===== src/rtl/pd_aux_mc.sv =====
// Multi-slice auxiliary phase detector: per-slice error-count / min-tracking loops that steer
// the main-PD offsets. Define PD_AUX_MC_LOCK_EN to add the per-slice reversal lock detector.
module pd_aux_mc #(
  parameter int Nadc       = 8,
  parameter int Nti        = 4,
  parameter int Ncntr      = 8,
  parameter int Nc_invalid = 3,
  parameter int Nfr        = 1,
  parameter int Dy0        = 1,
  parameter int Nrev       = 4
) (
  input  logic                clk,
  input  logic                rst,
  input  logic                enable,
  input  logic [Nadc*Nti-1:0] din,
  input  logic [Nadc*Nti-1:0] pd_offset_ext,
  input  logic                load_ext,
  output logic [Nadc*Nti-1:0] pd_offset,
  output logic [Nti-1:0]      pd_dir,
  output logic [Nti-1:0]      locked,
  output logic                win_done
);

  localparam int NACC = Nadc + Nfr;
  localparam int NERR = Ncntr + 1;
  localparam logic [Ncntr-1:0]       VALID_START = Ncntr'(2**Nc_invalid - 1);
  localparam logic [Nadc-1:0]        DY_STEP     = Nadc'(Dy0);
  localparam logic [Nadc-1:0]        ABS_MAX     = {1'b0, {(Nadc-1){1'b1}}};
  localparam logic signed [NACC+1:0] ACC_MAX     = $signed({3'b000, {(NACC-1){1'b1}}});
  localparam logic signed [NACC+1:0] ACC_MIN     = $signed({3'b111, {(NACC-1){1'b0}}});
  localparam logic signed [NACC+1:0] STEP1       = (NACC+2)'(1);
  localparam logic signed [NACC+1:0] STEP2       = (NACC+2)'(2);

  typedef enum logic [1:0] {IDLE, FIRST, TRACK} state_t;

  state_t           state, state_next;
  logic [Ncntr-1:0] cntr;
  logic             restart, decide_first, decide_track;

  always_ff @(posedge clk) begin
    if (rst) state <= IDLE;
    else     state <= state_next;
  end

  always_comb begin
    state_next = state;
    case (state)
      IDLE:    if (enable) state_next = FIRST;
      FIRST: begin
        if (!enable)       state_next = IDLE;
        else if (load_ext) state_next = FIRST;
        else if (&cntr)    state_next = TRACK;
      end
      TRACK: begin
        if (!enable)       state_next = IDLE;
        else if (load_ext) state_next = FIRST;
      end
      default:             state_next = IDLE;
    endcase
  end

  // Any restart (reset, disable, idle, external reload) preloads every slice and overrides a decision.
  always_comb begin
    restart      = rst || !enable || load_ext || (state == IDLE);
    win_done     = (state != IDLE) && (&cntr);
    decide_first = !restart && (state == FIRST) && (&cntr);
    decide_track = !restart && (state == TRACK) && (&cntr);
  end

  always_ff @(posedge clk) begin
    if (restart) cntr <= '0;
    else         cntr <= cntr + Ncntr'(1);
  end

  for (genvar k = 0; k < Nti; k++) begin : g_slice
    logic [Nadc-1:0]          d, ext, abs_d, thr, dmin, dmin_new, dmin_prev, dy, dy_inc;
    logic [Nadc:0]            thr_sum, dy_sum;
    logic [NERR-1:0]          err, err_prev;
    logic [NACC-1:0]          acc, acc_next;
    logic signed [NACC+1:0]   step, acc_sum;
    logic                     dir, rise, frozen;

    assign d   = din[k*Nadc +: Nadc];
    assign ext = pd_offset_ext[k*Nadc +: Nadc];

    // The most negative code has no positive twin, so its magnitude clips to full scale.
    always_comb begin
      abs_d = d;
      if (d[Nadc-1]) abs_d = (d[Nadc-2:0] == '0) ? ABS_MAX : (~d + Nadc'(1));
    end

    always_comb begin
      thr_sum  = {1'b0, dmin_prev} + {1'b0, dy};
      thr      = thr_sum[Nadc] ? '1 : thr_sum[Nadc-1:0];
      dy_sum   = {1'b0, dy} + {1'b0, DY_STEP};
      dy_inc   = dy_sum[Nadc] ? '1 : dy_sum[Nadc-1:0];
      dmin_new = (abs_d < dmin) ? abs_d : dmin;
      rise     = err > err_prev;
    end

    always_comb begin
      if (rise)            step = dir ? -STEP1 : STEP1;
      else if (err == '0)  step = dir ? STEP1 : -STEP1;
      else                 step = dir ? STEP2 : -STEP2;
      acc_sum  = $signed({{2{acc[NACC-1]}}, acc}) + step;
      acc_next = acc_sum[NACC-1:0];
      if (acc_sum > ACC_MAX)      acc_next = ACC_MAX[NACC-1:0];
      else if (acc_sum < ACC_MIN) acc_next = ACC_MIN[NACC-1:0];
    end

    // Statistics always run; only the decision is gated by the FIRST window and by lock.
    always_ff @(posedge clk) begin
      if (restart) begin
        acc       <= {ext, {Nfr{1'b0}}};
        dir       <= 1'b1;
        dy        <= DY_STEP;
        err_prev  <= '0;
        dmin_prev <= '1;
        err       <= '0;
        dmin      <= '1;
      end else begin
        if (cntr == '0) begin
          err  <= '0;
          dmin <= '1;
        end else if (cntr >= VALID_START) begin
          err  <= err + NERR'(abs_d < thr);
          dmin <= dmin_new;
        end
        if (decide_first) begin
          err_prev  <= err;
          dmin_prev <= dmin;
        end else if (decide_track && !frozen) begin
          acc <= acc_next;
          if (rise) begin
            dir       <= !dir;
            dy        <= DY_STEP;
            dmin_prev <= dmin;
            err_prev  <= err;
          end else if (err == '0) begin
            dy       <= dy_inc;
            err_prev <= '1;
          end else begin
            err_prev <= err;
          end
        end
      end
    end

`ifdef PD_AUX_MC_LOCK_EN
    localparam int NREV = $clog2(Nrev + 1);
    logic [NREV-1:0] rev;
    logic            lock_q;

    always_ff @(posedge clk) begin
      if (restart) begin
        rev    <= '0;
        lock_q <= 1'b0;
      end else if (decide_track && !lock_q) begin
        if (rise) begin
          rev <= rev + NREV'(1);
          if (rev == NREV'(Nrev - 1)) lock_q <= 1'b1;
        end else begin
          rev <= '0;
        end
      end
    end

    assign frozen    = lock_q;
    assign locked[k] = lock_q;
`else
    assign frozen    = 1'b0;
    assign locked[k] = 1'b0;
`endif

    assign pd_offset[k*Nadc +: Nadc] = acc[NACC-1 -: Nadc];
    assign pd_dir[k]                 = dir;
  end

endmodule


===== config.mk =====
export PLATFORM = sky130hd
export DESIGN_NAME = pd_aux_mc
export DESIGN_NICKNAME = d
export VERILOG_FILES = /design/src/rtl/pd_aux_mc.sv
export SDC_FILE = /design/constraint.sdc
export NUM_CORES = 1
export LEC_CHECK = 0
export BUFFER_PORTS_ARGS = -buffer_cell sky130_fd_sc_hd__buf_4
export CORE_MARGIN = 3
export CORE_UTILIZATION = 39
export DETAILED_ROUTE_END_ITERATION = 8
export GPL_ROUTABILITY_DRIVEN = 0
export PLACE_DENSITY = 0.53
export SYNTH_ARGS = -nofsm -noshare
export SYNTH_HDL_FRONTEND = slang
export SYNTH_SLANG_ARGS = --single-unit
export TNS_END_PERCENT = 5

===== constraint.sdc =====
create_clock -name clk -period 10.5 [get_ports clk]
set_input_delay 0 -clock clk [delete_from_list [all_inputs] [get_ports clk]]
set_output_delay 0 -clock clk [all_outputs]
set_load 0.1 [all_outputs]

== Word-level counts from Yosys, hierarchy flattened ==
Index checks and enable logic that the tools add are counted.

* Register bits after elaboration: 218
* Input bits: 68
* Output and inout bits: 41
* Word-level logic and storage cells: 242

* Add/sub/neg operators: 21
* $lt $le $gt $ge: 21
* Equal/unequal tests: 6
* Mux-type cells: 99
* Bitwise gates (word level): 5
* Reduce and logical (&&, ||, !) cells: 56

{| class="wikitable"
|+ Operators with widths
! kind !! count
|-
| 9-bit 2-to-1 mux || 36
|-
| 8-bit 2-to-1 mux || 36
|-
| 11-bit 2-to-1 mux || 20
|-
| 8-bit less-than comparator || 8
|-
| 9-bit by 11-bit adder with 11-bit output || 4
|-
| 11-bit by 9-bit > comparator with 1-bit output, second input constant || 4
|-
| 11-bit by 9-bit less-than comparator with 1-bit output, second input constant || 4
|-
| 8-bit by 1-bit adder with 8-bit output, second input constant || 5
|-
| 8-bit by 1-bit adder with 9-bit output, second input constant || 4
|-
| 8-bit by 8-bit adder with 9-bit output || 4
|-
| 9-bit by 1-bit adder with 9-bit output || 4
|-
| 9-bit > comparator || 4
|-
| 9-bit zero test || 4
|-
| 8-bit NOT || 4
|-
| 7-bit zero test || 4
|-
| 3-bit AND reduction || 9
|-
| 2-bit nonzero test || 11
|-
| 2-bit AND reduction || 10
|-
| 2-bit 2-to-1 mux || 6
|-
| 8-bit by 3-bit greater-or-equal comparator with 1-bit output, second input constant || 1
|-
| 8-bit zero test || 1
|-
| 8-bit AND reduction || 1
|-
| 1-bit zero test || 6
|-
| 2-bit one-hot mux with 3 select lines || 1
|-
| other kinds (10) || 17
|}

== Depth between registers and ports, before layout ==
* Word-level depth: 10
* Depth in mapped cells: 21
* Gate-level depth less buffers: 21

== Least setup slack after synthesis ==
OpenSTA, ideal clock, no wires.

* Path kind: register to register
* Start point: register g_slice[3].err[3]
* End point: register g_slice[3].acc[4] (data pin)
* Library setup time: 138 ps
* Data arrival time: 4,131 ps
* Data required time: 10,362 ps
* Setup slack: 6,231 ps
* Cell stages (with the launch flop): 15
* Path buffers: 1
* Period minus slack after synthesis: 4,269 ps
* Cell sequence: dfxtp_1 ha_1 and4_1 nor2b_1 o311ai_0 and2_1 clkbuf_1 xor2_1 ha_1 or2_2 a21oi_1 nor4b_1 a221o_1 or3b_2 nand3_1

* Longest elaborated chain between the ends: 10
* Elaborated cells between the ends (all ways): 12
* Those cells by class: add/sub (1); order compare (3); mux (7); reduce/logical (1)

{| class="wikitable"
|+ Ends and longest elaborated chain
! item !! line !! text
|-
| start: declaration || 78 || <nowiki>logic [NERR-1:0] err, err_prev;</nowiki>
|-
| start signal: assignment || 126 || <nowiki>err <= err + NERR'(abs_d < thr);</nowiki>
|-
| branches (longest 2 deep; another with 9-bit > comparator) || n/a ||
|-
| 11-bit 2-to-1 mux * || 102 || <nowiki>if (rise) step = dir ? -STEP1 : STEP1;</nowiki>
|-
| 9-bit by 11-bit adder with 11-bit output * || 105 || <nowiki>acc_sum = $signed({{2{acc[NACC-1]}}, acc}) + step;</nowiki>
|-
| 11-bit by 9-bit less-than comparator with 1-bit output || 108 || <nowiki>else if (acc_sum < ACC_MIN) acc_next = ACC_MIN[NACC-1:0];</nowiki>
|-
| 9-bit 2-to-1 mux || 108 ||
|-
| 9-bit 2-to-1 mux * || 107 || <nowiki>if (acc_sum > ACC_MAX) acc_next = ACC_MAX[NACC-1:0];</nowiki>
|-
| 9-bit 2-to-1 mux * || 132 || <nowiki>end else if (decide_track && !frozen) begin</nowiki>
|-
| 9-bit 2-to-1 mux * || 129 || <nowiki>if (decide_first) begin</nowiki>
|-
| 9-bit 2-to-1 mux * || 113 || <nowiki>if (restart) begin</nowiki>
|-
| end signal: assignment || 114 || <nowiki>acc <= {ext, {Nfr{1'b0}}};</nowiki>
|-
| end signal: assignment || 133 || <nowiki>acc <= acc_next;</nowiki>
|-
| end: declaration || 79 || <nowiki>logic [NACC-1:0] acc, acc_next;</nowiki>
|}

Every way passes the cells marked *. The select of a mux whose other input is x is not followed.
A chain may end at the register's enable or synchronous reset.

== Final worst setup path ==
* Start point: register g_slice[1].err[2]
* End point: register g_slice[1].acc[3] (data pin)

* Longest elaborated chain between the ends: 10
* Elaborated cells between the ends (all ways): 12
* Those cells by class: add/sub (1); order compare (3); mux (7); reduce/logical (1)

{| class="wikitable"
|+ Ends and longest elaborated chain
! item !! line
|-
| start: declaration || 78
|-
| start signal: assignment || 126
|-
| branches (longest 2 deep; another with 9-bit > comparator) || n/a
|-
| 11-bit 2-to-1 mux * || 102
|-
| 9-bit by 11-bit adder with 11-bit output * || 105
|-
| 11-bit by 9-bit less-than comparator with 1-bit output || 108
|-
| 9-bit 2-to-1 mux || 108
|-
| 9-bit 2-to-1 mux * || 107
|-
| 9-bit 2-to-1 mux * || 132
|-
| 9-bit 2-to-1 mux * || 129
|-
| 9-bit 2-to-1 mux * || 113
|-
| end signal: assignment || 114
|-
| end signal: assignment || 133
|-
| end: declaration || 79
|}

Marks and branches as above.

==> qor.csv <==
metric,value,unit
Longest Clk Path Bufs,3,
Leakage Power,7.54,nW
largest net degree at the start of global routing,67,
WP data required,10.79,ns
syn_area_per_cell,8.23,um^2
Antenna Nets Post-Route,0,
asr flop ratio synth,0,
Layout fillers,3836,
DR iter-0 viols,525,
ant diodes,0,
post-synthesis cell count,1892,
"Clk Latency, worst-skew pair",0.54,ns
Post-synth top flop,dfxtp_1,
total number of vias,13808,
Avg WL per Cell,15.9,um
Final nets,2258,
area grow syn2layout,16.0,%
hold_ws,0.0296,ns
Post-route DRC,0,
Hold/Removal Path Class,in2reg,
core region area,39000,um^2
number of max-slew violations in the final report,0,
Die Y,206,um
antenna violations before repair,0,
unrepaired setup endpoints after global routing,false,
slew margin rel.,0.220,
Ports,109,
crit-path max FO,8,
final setup vio count,0,
final wirelength,40400,um
vias in the first global route,13085,
CTS buffer count,28,
post-synth cell types,76,
setup TNS,0,ns
Max Cap Viol,0,
area occupied by multi-input gates,9880,um^2
# resized after CTS,0,
CTS sink cnt,218,
Yosys warnings,0,
std cell rows,72,
final hold vios,0,
number of enable flip-flop cells after synthesis,32,
DIE WIDTH,206,um
Tot GR Track Use,0.188,
sequential area share after synthesis,0.301,
Starting Density,0.399,
count of TritonRoute iterations in the first routing pass,5,
Worst Tran Pin Value,1.16,ns
first-pass GRT wire length,66400,um
Setup crit end kind,flop,
critical path type,reg2reg,
CTS tree,built,
GRT overflow,0,
crit start category,flop,
die area,42300,um^2
CTS root buf,clkbuf_16,
DP HPWL,29500,um
Max H-tree Level,1,
Fin Clk Skew,0.00979,ns
drt via density,5.44,
Final period util,0.487,
Seq cells post-synth,218,
outcome,completed,
"Min Clock Period, post-route",5.11,ns
Max Clock Freq,0.196,GHz
Reg area,4680,um^2
share of cells above drive strength 1,0.0911,
CP arrival,5.40,ns
peak supply drop,0.0000916,V
Buffers on Ports,104,
Synth Cell Area,15600,um^2
Pwr per Cell Area,110,nW/um^2
Clock transition at path regs,0.06,ns
==> metrics by stage <==
step                utilization  std cells  power [mW]  instance area (um^2)  setup WS (ns)
floorplan                     -       1895        1.03                 15600           6.23
global placement          0.425       2427        1.07                 16600           5.56
detailed placement        0.425       2427        1.07                 16600           5.42
CTS                       0.463       2538        2.03                 18100           5.41
global route              0.463       2538        2.08                 18100           4.94
finish                    0.463       2538        1.99                 18100           5.39
==> worst max-delay path, stage by stage (launching register included) <==
cell,delay (ns)
dfxtp_1,0.45
ha_1,0.29
a21oi_1,0.13
o221ai_1,0.14
a221oi_1,0.62
nor2_1,0.25
xnor2_1,0.79
ha_1,0.44
nand3b_1,0.13
a311oi_1,0.15
o41ai_1,0.69
nand3b_1,0.17
and3_1,0.31
a221o_1,0.31
==> logic make-up after synthesis <==
group           share of synthesized area
xor+xnor                           0.0467
mux                               0.00780
buf+inv                            0.0664
fa+ha+maj                           0.157
other cells                      0.000241
flops                               0.301
compound gates                      0.206
simple gates                        0.215
==> state kept, by name, indices dropped and copies added, names as in the netlist <==
| name | flops |
|---|---|
| g_slice.dy | 32 |
| g_slice.dmin | 32 |
| state | 2 |
| g_slice.dir | 4 |
| g_slice.acc | 36 |
| g_slice.err_prev | 36 |
| cntr | 8 |
| g_slice.err | 36 |
| g_slice.dmin_prev | 32 |
==> final cells by class <==
| class | instances | area share |
|---|---|---|
| Tap cell | 518 | 0.0359 |
| Clock buffer | 47 | 0.0462 |
| Inverter | 127 | 0.0264 |
| Clock inverter | 3 | 0.00222 |
| Timing Repair Buffer | 178 | 0.0825 |
| Multi-Input combinational cell | 1447 | 0.547 |
| Sequential cell | 218 | 0.259 |
==> layer usage <==
metal  global-route usage  up-vias  part of all wire  wire length [um]
met5                    0        -                 0                 0
met4               0.0327        0             0.013               515
met3               0.0201       44             0.037              1500
met2                0.316      218              0.45             18200
met1                0.264     6467              0.50             20200
li1                     -     7079                 -                 -
==> where the power goes <==
part / switching [mW] / internal [mW] / total [mW]
combinational: 0.134 / 0.0768 / 0.211
clock: 0.362 / 0.558 / 0.920
sequential: 0.00703 / 0.856 / 0.863
==> final timing paths <==
kind,start,depth (start not counted),slack (ns),end
worst max register to register,g_slice[1].err[2],13,5.39,g_slice[1].acc[3]
worst min-delay path,din[15],4,0.03,g_slice[1].dmin[6]
worst max-delay path,g_slice[1].err[2],13,5.39,g_slice[1].acc[3]
worst min register to register,g_slice[0].acc[0],2,0.46,g_slice[0].acc[0]
==> synth_stat cells (9+ instances only) <==
cell type | n | area share
or2_2 | 12 | 0.0048
a21oi_1 | 137 | 0.044
or3_1 | 31 | 0.012
xor2_1 | 41 | 0.023
and3_1 | 18 | 0.0072
dfxtp_1 | 186 | 0.24
a211oi_1 | 15 | 0.0072
nor2b_1 | 26 | 0.010
o311a_1 | 10 | 0.0064
and2_1 | 16 | 0.0064
edfxtp_1 | 32 | 0.062
nor4_1 | 24 | 0.0096
o21a_1 | 42 | 0.020
nand3b_1 | 11 | 0.0053
nand4_1 | 35 | 0.014
a31oi_1 | 41 | 0.016
nand2b_1 | 10 | 0.0040
or4_1 | 9 | 0.0043
nand3_1 | 57 | 0.018
clkbuf_1 | 55 | 0.013
o211ai_1 | 49 | 0.024
a21o_1 | 24 | 0.012
buf_4 | 40 | 0.019
o21ai_0 | 78 | 0.025
nand2_1 | 163 | 0.039
o21bai_1 | 12 | 0.0058
ha_1 | 182 | 0.15
nor3_1 | 66 | 0.021
xnor2_1 | 42 | 0.024
mux2i_1 | 11 | 0.0071
inv_1 | 127 | 0.031
nor2_1 | 157 | 0.038
==> cell usage in the layout, fill, tap and decap left out, types with 12 or more instances in the layout <==
master,count
dfxtp_1,186
ha_1,182
nand2_1,162
nor2_1,156
a21oi_1,137
inv_1,127
buf_4,117
o21ai_0,77
nor3_1,66
dlygate4sd3_1,61
nand3_1,57
o211ai_1,49
o21a_1,42
xnor2_1,42
xor2_1,41
a31oi_1,41
nand4_1,35
edfxtp_1,32
or3_1,31
clkbuf_16,29
nor2b_1,26
a21o_1,24
nor4_1,23
and3_1,18
and2_1,16
a211oi_1,15
clkbuf_1,14
o21bai_1,12
==> repair_timing <==
| action | in CTS | in global routing |
|---|---|---|
| hold endpoints to repair | 58 | 0 |
| hold buffers | 61 | 0 |
| setup endpoints to repair | 0 | 0 |
| buffers inserted | 0 | 0 |
Power figures use the tool's default switching activity.
